===== src/rtl/calc_disp_ctrl.sv =====
// calc_disp_ctrl: display controller that sits directly in front of the
// seven-segment decoder.
//
// It accepts signed calculator results over a valid/ready handshake and turns
// each one into a sign and an 8-bit magnitude. Results that are out of range
// or flagged as errors switch the display to a sticky "ERR" message. Timed
// "OP" and "VAL" prompts fall back to the last number on their own.
//
// Optional feature (compile-time macro DISP_CTRL_SAT_EN):
//   - Defined: a magnitude above 255 is saturated to 255 and written as a
//     normal number. Only res_err leads to ERR.
//   - Undefined: a magnitude above 255 is a range error and leads to ERR.
module calc_disp_ctrl #(
  parameter int DATA_W      = 16,
  parameter int HOLD_CYCLES = 50000000,
  parameter int CNT_W       = 26
) (
  input  logic              clk,
  input  logic              rst,
  input  logic              res_valid,
  output logic              res_ready,
  input  logic [DATA_W-1:0] res_data,
  input  logic [1:0]        res_dot,
  input  logic              res_err,
  input  logic              prompt_op,
  input  logic              prompt_val,
  input  logic              clr_err,
  output logic [1:0]        msg,
  output logic              display_sel,
  output logic              wr_enable,
  output logic [7:0]        bin,
  output logic              sgn,
  output logic [1:0]        dot,
  output logic              busy
);

  // Message codes understood by the decoder.
  localparam logic [1:0] MSG_NUM = 2'b00;
  localparam logic [1:0] MSG_OP  = 2'b01;
  localparam logic [1:0] MSG_VAL = 2'b10;
  localparam logic [1:0] MSG_ERR = 2'b11;

  // Counter reload value: the prompt is shown for HOLD_CYCLES cycles,
  // counting the loading cycle down to zero.
  localparam logic [CNT_W-1:0] HOLD_LOAD = CNT_W'(HOLD_CYCLES - 1);

  // Largest magnitude that fits the 8-bit decoder input.
  localparam logic [DATA_W:0] MAG_MAX = (DATA_W+1)'(255);

  typedef enum logic [1:0] {
    S_IDLE,
    S_WRITE,
    S_HOLD,
    S_ERR
  } state_t;

  state_t           state_q;
  logic [CNT_W-1:0] cnt_q;
  logic [1:0]       msg_q;
  logic             sel_q;
  logic             wr_q;
  logic [7:0]       bin_q;
  logic             sgn_q;
  logic             neg_q;
  logic [1:0]       dot_q;
  logic             busy_q;
  logic             ready_q;

  // Absolute value, computed one bit wider than the input so that the most
  // negative value (-2^(DATA_W-1)) becomes a large positive magnitude instead
  // of wrapping back to itself.
  function automatic logic [DATA_W:0] abs_ext(input logic signed [DATA_W-1:0] v);
    logic signed [DATA_W:0] e;
    e = {v[DATA_W-1], v};
    abs_ext = v[DATA_W-1] ? -e : e;
  endfunction

  // Magnitude presented to the decoder. Out-of-range values are clamped to
  // 255. In the non-saturating build they never reach the decoder, because
  // they are routed to ERR instead.
  function automatic logic [7:0] sat8(input logic [DATA_W:0] m);
    sat8 = (m > MAG_MAX) ? 8'hFF : m[7:0];
  endfunction

  logic signed [DATA_W-1:0] data_s;
  logic [DATA_W:0]          mag_d;
  logic                     neg_d;
  logic [7:0]               bin_d;
  logic                     range_err_d;
  logic                     xfer;

  assign data_s = res_data;
  assign mag_d  = abs_ext(data_s);
  assign neg_d  = res_data[DATA_W-1];
  assign bin_d  = sat8(mag_d);
  assign xfer   = res_valid & ready_q;

`ifdef DISP_CTRL_SAT_EN
  assign range_err_d = res_err;
`else
  assign range_err_d = res_err | (mag_d > MAG_MAX);
`endif

  // Control FSM with registered display outputs.
  // Priority of simultaneous events: transfer, clr_err, prompt_op, prompt_val.
  always_ff @(posedge clk) begin
    if (rst) begin
      state_q <= S_IDLE;
      cnt_q   <= '0;
      msg_q   <= MSG_NUM;
      sel_q   <= 1'b0;
      wr_q    <= 1'b0;
      bin_q   <= '0;
      sgn_q   <= 1'b0;
      neg_q   <= 1'b0;
      dot_q   <= '0;
      busy_q  <= 1'b0;
      ready_q <= 1'b1;
    end else begin
      case (state_q)
        S_WRITE: begin
          // The one-cycle strobe has been seen by the decoder; drop it and
          // accept the next result.
          wr_q    <= 1'b0;
          sel_q   <= 1'b0;
          ready_q <= 1'b1;
          state_q <= S_IDLE;
        end

        default: begin
          if (xfer) begin
            // A new result always wins and aborts any running prompt.
            busy_q <= 1'b0;
            cnt_q  <= '0;
            if (range_err_d) begin
              // bin and dot keep the last number so clr_err can restore it.
              // Only the displayed sign is blanked.
              state_q <= S_ERR;
              msg_q   <= MSG_ERR;
              sgn_q   <= 1'b0;
            end else begin
              state_q <= S_WRITE;
              msg_q   <= MSG_NUM;
              bin_q   <= bin_d;
              neg_q   <= neg_d;
              sgn_q   <= neg_d;
              dot_q   <= res_dot;
              wr_q    <= 1'b1;
              sel_q   <= 1'b1;
              ready_q <= 1'b0;
            end
          end else if (state_q == S_ERR) begin
            // Prompts are ignored while an error is shown.
            if (clr_err) begin
              // The decoder still holds bin, so the previous number shows
              // again without a rewrite. Its sign is restored here.
              state_q <= S_IDLE;
              msg_q   <= MSG_NUM;
              sgn_q   <= neg_q;
            end
          end else if (prompt_op || prompt_val) begin
            // A prompt starts or restarts the hold window.
            state_q <= S_HOLD;
            msg_q   <= prompt_op ? MSG_OP : MSG_VAL;
            cnt_q   <= HOLD_LOAD;
            busy_q  <= 1'b1;
          end else if (state_q == S_HOLD) begin
            if (cnt_q == '0) begin
              // The decoder still holds bin, so no rewrite is issued.
              state_q <= S_IDLE;
              msg_q   <= MSG_NUM;
              busy_q  <= 1'b0;
            end else begin
              cnt_q <= cnt_q - 1'b1;
            end
          end
        end
      endcase
    end
  end

  assign res_ready   = ready_q;
  assign msg         = msg_q;
  assign display_sel = sel_q;
  assign wr_enable   = wr_q;
  assign bin         = bin_q;
  assign sgn         = sgn_q;
  assign dot         = dot_q;
  assign busy        = busy_q;

endmodule

===== config.mk =====
export PLATFORM = sky130hd
export DESIGN_NAME = calc_disp_ctrl
export DESIGN_NICKNAME = d
export VERILOG_FILES = /design/src/rtl/calc_disp_ctrl.sv
export SDC_FILE = /design/constraint.sdc
export NUM_CORES = 1
export LEC_CHECK = 0
export CAP_MARGIN = 30
export CORE_AREA = 5 5 79 81
export CTS_CLUSTER_DIAMETER = 60
export CTS_CLUSTER_SIZE = 28
export DETAILED_ROUTE_END_ITERATION = 8
export DIE_AREA = 0 0 84 86
export PLACE_DENSITY = 0.77
export SLEW_MARGIN = 20
export SYNTH_ARGS = -nofsm -noshare
export SYNTH_HDL_FRONTEND = slang
export SYNTH_SLANG_ARGS = --single-unit

===== constraint.sdc =====
create_clock -name clk -period 3.25 [get_ports clk]
set_input_delay 0.8125 -clock clk [delete_from_list [all_inputs] [get_ports clk]]
set_output_delay 0.8125 -clock clk [all_outputs]
set_load 0.02 [all_outputs]

==> impl_metrics.py, run 1 <==
metrics = {
    "routing": {
        "wl_per_cell_microns": 14.6,
        "vias": 2956,
        "routed_via_density": 6.07,
        "drtIter0Drc": 219,
        "drc": 0,
        "firstDrtPassIters": 7,
        "drtAntennaViolNets": 0,
        "wl_microns": 7120,
    },
    "synthesis": {
        "synth_flop_cell": "dfxtp_1",
        "synthesis.area_sq_um": 2820,
        "synth_top_area_share_pct": 32.0,
        "synth-seq-cells": 45,
        "synth.top_cells.by_area": "dfxtp_1 (32%), a21oi_1 (5.2%), nor2_1 (5.1%)",
        "synth_edf_count": 0,
        "yosys_warnings": 0,
        "synth_cells": 364,
        "synthDistinctLibCells": 61,
        "yosysSeqAreaShare_pct": 32.0,
        "synth.avg_cell_area_sq_um": 7.74,
        "yosysTopAreaCell": "dfxtp_1",
        "syn_nets": 391,
        "synthArstFlopShare_pct": 0,
    },
    "timing": {
        "clock_skew_ns": 0.0139,
        "slew_violations": 0,
        "fin_crit_sh_pct": 89.5,
        "hold_viol": 0,
        "fin_setup_tns_ns": 0,
        "hold_slack_ns": 0.477,
        "setup_viol": 0,
        "fmax_mhz": 344,
        "relSlewSlack_pct": 69.0,
        "fin_ws_ns": 0.340,
        "period_needed_ns": 2.91,
        "rsz0062_at_grt": "false",
        "worstMarginPinSlew_ns": 0.453,
    },
    "cts": {
        "insertion_delay_ns": 0.30,
        "numCtsBuffers": 5,
        "cts_tree": "done",
        "ctsRootBufferMaster": "clkbuf_8",
        "cts_setup_buffers": 0,
        "numClockSinks": 45,
        "htreeDepth": 2,
        "holdBufCountCts": 0,
        "ctsResizeCount": 0,
        "clockBufferDepth": 2,
        "clkSlewWorstSetupHoldPaths_ns": 0.07,
    },
    "power_and_ir_drop": {
        "switching_share_pct": 31.0,
        "clock_power_share_pct": 29.5,
        "total_power_mw": 1.43,
        "p_switching_mw": 0.445,
        "pwr-share-seq_pct": 43.7,
        "p_int_mw": 0.988,
        "ir_worst_vdd_mv": 0.219,
        "powerDensity_nw_per_um2": 410,
        "combPwrFrac_pct": 26.8,
        "p_leak_nw": 1.31,
    },
    "floorplan": {
        "die_w_microns": 84,
        "row_count": 27,
        "io_pins": 42,
        "core_sq_um": 5410,
        "start_util_pct": 52.1,
        "dieArea_sq_um": 7220,
        "die_h_microns": 86,
    },
    "global_route": {
        "grt_antenna_before_repair": 0,
        "grt_first_pass_wirelength_microns": 12100,
        "grt_max_degree": 26,
        "first_global_vias": 2737,
        "grt_usage_pct": 19.8,
        "grt_overflow_total": 0,
    },
    "placed_design": {
        "io_buffers": 41,
        "place_hpwl_microns": 5310,
        "placed_cell_area_sq_um": 3380,
        "gp_congestion": 0.859,
        "place_inst": 479,
        "post-place-ws_ns": 0.0276,
    },
    "setup_path": {
        "endpoint_kind": "flop",
        "regToRegStartpoint": "cnt_q[0]$_SDFFE_PP0P_",
        "worst-endpoint-arrival_ns": 3.09,
        "critPathMaxFanout": 11,
        "worstSetupStartpoint": "res_data[1]",
        "worst_setup_path_start_kind": "input pin",
        "worst-setup-path-type": "in2reg",
        "cp.required_ns": 3.43,
        "rrSetupSlack_ns": 0.53,
    },
    "worst_hold_path": {
        "hold_start": "neg_q$_SDFFE_PP0P_",
        "min_path_type": "reg2reg",
    },
    "finish": {
        "drive_gt1_share_pct": 12.0,
        "diodes": 0,
        "area_growth_pct": 24.1,
        "final_nets": 441,
        "final_cell_mix": "dfxtp_1 (45), clkdlybuf4s50_1 (41), nor2_1 (38), nand2_1 (37), a21oi_1 (29)",
        "fin_cells": 487,
        "fin_util_pct": 64.7,
        "fin_area_sq_um": 3500,
        "final_common_cell": "dfxtp_1",
    },
    "status": {
        "status": "complete, no violations",
    },
    "flow_run": {
        "max_cap_violations": 0,
    },
}
## metal layers
metal | GRT usage, % | vias to the layer above | wire (microns)
li1 | - | 1444 | -
met1 | 24.2 | 1392 | 3150
met2 | 33.8 | 104 | 3410
met3 | 4.13 | 16 | 410
met4 | 8.19 | 0 | 143
met5 | 0 | - | 0
## cells by family after synthesis
logic type | Yosys count | synth area share (%)
mux | 13 | 4.93
buf+inv | 28 | 4.40
xor+xnor | 11 | 3.42
flops | 45 | 32.0
compound gates | 99 | 22.9
fa+ha+maj | 2 | 0.888
simple gates | 166 | 31.5
## state kept, by name, indices dropped and copies added (netlist names)
register,flops
bin,8
dot,2
cnt_q,26
neg_q,1
busy,1
sgn,1
msg,2
state_q,2
res_ready,1
wr_enable,1
## path summary, 6_finish.rpt
check / end / cells after the start
max: bin[7]$_SDFFE_PP0P_ / 10
min: neg_q$_SDFFE_PP0P_ / 2
max reg2reg: cnt_q[15]$_SDFFE_PP0P_ / 8
min reg2reg: neg_q$_SDFFE_PP0P_ / 2
## worst max-delay path, stage by stage
cell and delay (ns):
clkdlybuf4s50_1 0.42, inv_1 0.09, ha_1 0.21, nor2b_1 0.31, nand3_1 0.17, a32o_1 0.29, a31oi_1 0.18, nand4_1 0.12
buf_4 0.20, mux2_2 0.28
## cells in the mapped netlist, drive strengths merged, types with 7 or more instances
library cell,instances
nor2b,10
nand4,8
mux2,7
inv,9
o31ai,7
dfxtp,45
or3,7
nor4,10
nand2,37
o21ai,24
nand2b,9
clkbuf,16
nor2,39
nor3,18
a21oi,29
a211oi,10
## layout make-up
type | count | area [sq um]
repair buffers | 62 | 568
flip-flops and latches | 45 | 901
clock buffers | 6 | 72.6
multi-input cells | 291 | 1790
well taps | 72 | 90.1
fillers | 507 | 1910
clock inverters | 2 | 38.8
inverters | 9 | 33.8
## power groups by stage
| stage | Sequential, mW | Combinational (mW) | Clock, mW |
|---|---|---|---|
| 4_1_cts | 0.625 | 0.381 | 0.433 |
| 2_1_floorplan | 0.633 | 0.258 | 0 |
| 6_report | 0.626 | 0.384 | 0.423 |
| 3_5_place_dp | 0.638 | 0.379 | 0 |
| 3_3_place_gp | 0.636 | 0.371 | 0 |
| 5_1_grt | 0.634 | 0.422 | 0.454 |
No activity file was read; power rests on OpenSTA's default activity.
==> run 2, diff against run 1 <==
--- a/config.mk
+++ b/config.mk
@@ -5,13 +5,15 @@
 export SDC_FILE = /design/constraint.sdc
 export NUM_CORES = 1
 export LEC_CHECK = 0
+export ABC_AREA = 1
 export CAP_MARGIN = 30
-export CORE_AREA = 5 5 79 81
+export CORE_AREA = 5 5 81 83
 export CTS_CLUSTER_DIAMETER = 60
 export CTS_CLUSTER_SIZE = 28
 export DETAILED_ROUTE_END_ITERATION = 8
-export DIE_AREA = 0 0 84 86
-export PLACE_DENSITY = 0.77
+export DIE_AREA = 0 0 86 88
+export MAX_ROUTING_LAYER = met4
+export PLACE_DENSITY = 0.78
 export SLEW_MARGIN = 20
 export SYNTH_ARGS = -nofsm -noshare
 export SYNTH_HDL_FRONTEND = slang
==> run 2 against run 1 <==
First-iteration DRC count decreased by 40%; maximum frequency increased by 4.4%; wire length increased by 4.3%; via count increased by 7.8%; hold slack got worse by 0.0076 ns; synthesized cell count increased by 41%; global-route usage increased by 1.9 points; sequential power decreased by 2%; clock skew decreased by 0.011 ns; largest cell class unchanged; setup slack improved by 0.12 ns; sequential share of layout area decreased by 1.1 points; core utilization decreased by 1.6 points.
==> impl_metrics.py, run 2 <==
metrics = {
    "status": {
        "status": "complete, no violations",
    },
    "timing": {
        "hold_slack_ns": 0.470,
        "fin_crit_sh_pct": 85.8,
        "rsz0062_at_grt": "false",
        "relSlewSlack_pct": 67.0,
        "worstMarginPinSlew_ns": 0.494,
        "setup_viol": 0,
        "hold_viol": 0,
        "slew_violations": 0,
        "fin_ws_ns": 0.462,
        "fmax_mhz": 359,
        "clock_skew_ns": 0.00332,
        "fin_setup_tns_ns": 0,
        "period_needed_ns": 2.79,
    },
    "finish": {
        "drive_gt1_share_pct": 7.18,
        "largest_register_ffs": 26,
        "top_register": "cnt_q",
        "fin_util_pct": 63.1,
        "area_growth_pct": 19.4,
        "fin_cells": 632,
        "diodes": 0,
        "final_nets": 583,
        "final_cell_mix": "nand2_1 (145), nor2_1 (79), inv_1 (76), dfxtp_1 (45), clkdlybuf4s50_1 (41)",
        "final_common_cell": "nand2_1",
    },
    "worst_hold_path": {
        "hold_start": "cnt_q[5]$_SDFFE_PP0P_",
        "min_path_cells": 2,
        "min_path_type": "reg2reg",
        "hold_end": "cnt_q[5]$_SDFFE_PP0P_",
    },
    "setup_path": {
        "cp.required_ns": 3.49,
        "critPathMaxFanout": 21,
        "r2r_cells": 13,
        "worst_setup_path_start_kind": "input pin",
        "rrSetupSlack_ns": 1.12,
        "regToRegStartpoint": "cnt_q[0]$_SDFFE_PP0P_",
        "critPathBufInv": 2,
        "cp_top_family": "simple AND/OR/NAND/NOR gates",
        "endpoint_kind": "flop",
        "worst-endpoint-arrival_ns": 3.03,
        "path_cells": "clkdlybuf4s50_1, inv_1, ha_1, nand3_1, nand2_4, nand3_1, nand2_1, nand2_1, nor2_2, nand2_2, nor2_8, nand4_4, and2_1, nor2_1",
        "path_depth": 14,
        "crit_path_max_incr_delay_ns": 0.40,
        "worst-setup-path-type": "in2reg",
        "reg2reg_to": "cnt_q[22]$_SDFFE_PP0P_",
        "crit_slowest_cell": "clkdlybuf4s50_1",
    },
    "global_route": {
        "grt_antenna_before_repair": 0,
        "grt_first_pass_wirelength_microns": 13100,
        "grt_usage_pct": 21.6,
        "grt_max_degree": 25,
        "first_global_vias": 3022,
        "grt_overflow_total": 0,
    },
    "synthesis": {
        "synth_edf_count": 0,
        "synth_fa_ha_area_share_pct": 0.819,
        "syn_nets": 542,
        "synth-simple-area-share_pct": 44.5,
        "synthesis.area_sq_um": 3050,
        "synth_top_family_by_area": "simple AND/OR/NAND/NOR gates",
        "yosys_warnings": 0,
        "synth-seq-cells": 45,
        "synth_top_area_share_pct": 29.5,
        "synth_flop_cell": "dfxtp_1",
        "muxShareOfSynthArea_pct": 0,
        "synthArstFlopShare_pct": 0,
        "synth-compound-area-share_pct": 11.9,
        "synthDistinctLibCells": 36,
        "synth.top_cells.by_area": "dfxtp_1 (29%), nand2_1 (18%), nor2_1 (9.7%)",
        "ys_top_cells_by_count": "nand2_1 (145), nor2_1 (79), inv_1 (76)",
        "synth_cells": 515,
        "synth_xor_area_share_pct": 1.15,
        "yosysTopAreaCell": "dfxtp_1",
        "synth.avg_cell_area_sq_um": 5.93,
        "synth_most_common_cell": "nand2_1",
        "yosysSeqAreaShare_pct": 29.5,
    },
    "cts": {
        "clkSlewWorstSetupHoldPaths_ns": 0.08,
        "numCtsBuffers": 5,
        "clockBufferDepth": 2,
        "cts_tree": "done",
        "numClockSinks": 45,
        "holdBufCountCts": 0,
        "insertion_delay_ns": 0.30,
        "ctsResizeCount": 0,
        "cts_setup_buffers": 0,
        "ctsRootBufferMaster": "clkbuf_8",
        "htreeDepth": 2,
    },
    "floorplan": {
        "die_h_microns": 88,
        "io_pins": 42,
        "core_sq_um": 5780,
        "die_w_microns": 86,
        "row_count": 28,
        "start_util_pct": 52.8,
        "dieArea_sq_um": 7570,
    },
    "routing": {
        "drtIter0Drc": 131,
        "routed_via_density": 5.04,
        "drc": 0,
        "wl_per_cell_microns": 11.8,
        "vias": 3186,
        "drtAntennaViolNets": 0,
        "firstDrtPassIters": 5,
        "wl_microns": 7430,
    },
    "placed_design": {
        "place_inst": 624,
        "gp_congestion": 0.930,
        "io_buffers": 41,
        "post-place-ws_ns": 0.161,
        "place_hpwl_microns": 5750,
    },
    "power_and_ir_drop": {
        "ir_worst_vdd_mv": 0.299,
        "p_leak_nw": 1.74,
        "powerDensity_nw_per_um2": 402,
    },
    "flow_run": {
        "max_cap_violations": 0,
    },
}
## run 2: cell types whose count changed after synthesis, sizes merged, moves of 10 or more
cell | before | now
nor4 | 10 | 0
nand2 | 37 | 148
nand3 | 6 | 36
inv | 9 | 78
nor2 | 39 | 87
nor2b | 10 | 0
a211oi | 10 | 0
clkbuf | 16 | 4
## run 2: power by group
group	leakage, nW	internal [mW]	switching (mW)
registers	0.368	0.589	0.0273
clock network	0.0554	0.231	0.192
logic	1.32	0.156	0.269
## run 2: routing by layer
| metal | vias up | track usage [%] | wire, microns |
|---|---|---|---|
| met2 | 66 | 38.2 | 3660 |
| met4 | 0 | 5.18 | 67 |
| li1 | 1696 | - | - |
| met1 | 1416 | 25.5 | 3370 |
| met3 | 8 | 3.76 | 326 |
| met5 | - | - | 0 |
## run 2: cell type report
cell class	instances	area (sq um)
repair buffers	48	463
clock inverters	2	38.8
clock buffers	6	72.6
well taps	75	93.8
fillers	571	2130
multi-input cells	378	1780
flip-flops and latches	45	901
inverters	78	293
## run 2: logic make-up (layout without fill, tap and decap cells)
kind of cell	after synthesis	count (layout)
buf+inv	92	134
fa+ha+maj	2	2
simple gates	302	302
compound gates	70	70
xor+xnor	4	4
flops	45	45
## run 2: worst reg2reg max path, delay by kind of cell (launching register included)
| family | cells | cell delay, ns |
|---|---|---|
| and+or+nand+nor | 8 | 1.07 |
| DFF | 1 | 0.35 |
| AOI/OAI and AO/OA | 2 | 0.30 |
| adders and majority gates | 1 | 0.20 |
| buffers and inverters | 2 | 0.15 |
## run 2: worst max-delay path by stage
stage | startpoint | to | slack (ns)
2_1_floorplan | res_data[0] | bin[1]$_SDFFE_PP0P_ | 0.87
3_3_place_gp | res_data[0] | neg_q$_SDFFE_PP0P_ | 0.25
3_5_place_dp | res_data[0] | neg_q$_SDFFE_PP0P_ | 0.16
4_1_cts | res_data[1] | neg_q$_SDFFE_PP0P_ | 0.47
5_1_grt | res_data[1] | bin[2]$_SDFFE_PP0P_ | 0.24
6_report | res_data[1] | neg_q$_SDFFE_PP0P_ | 0.46
## run 2: metrics by stage
step,power (mW),instance area [sq um]
after floorplan,0.930,3050
after global placement,1.04,3530
after CTS,1.48,3650
final,1.46,3650
after detailed placement,1.05,3530
after global routing,1.57,3650
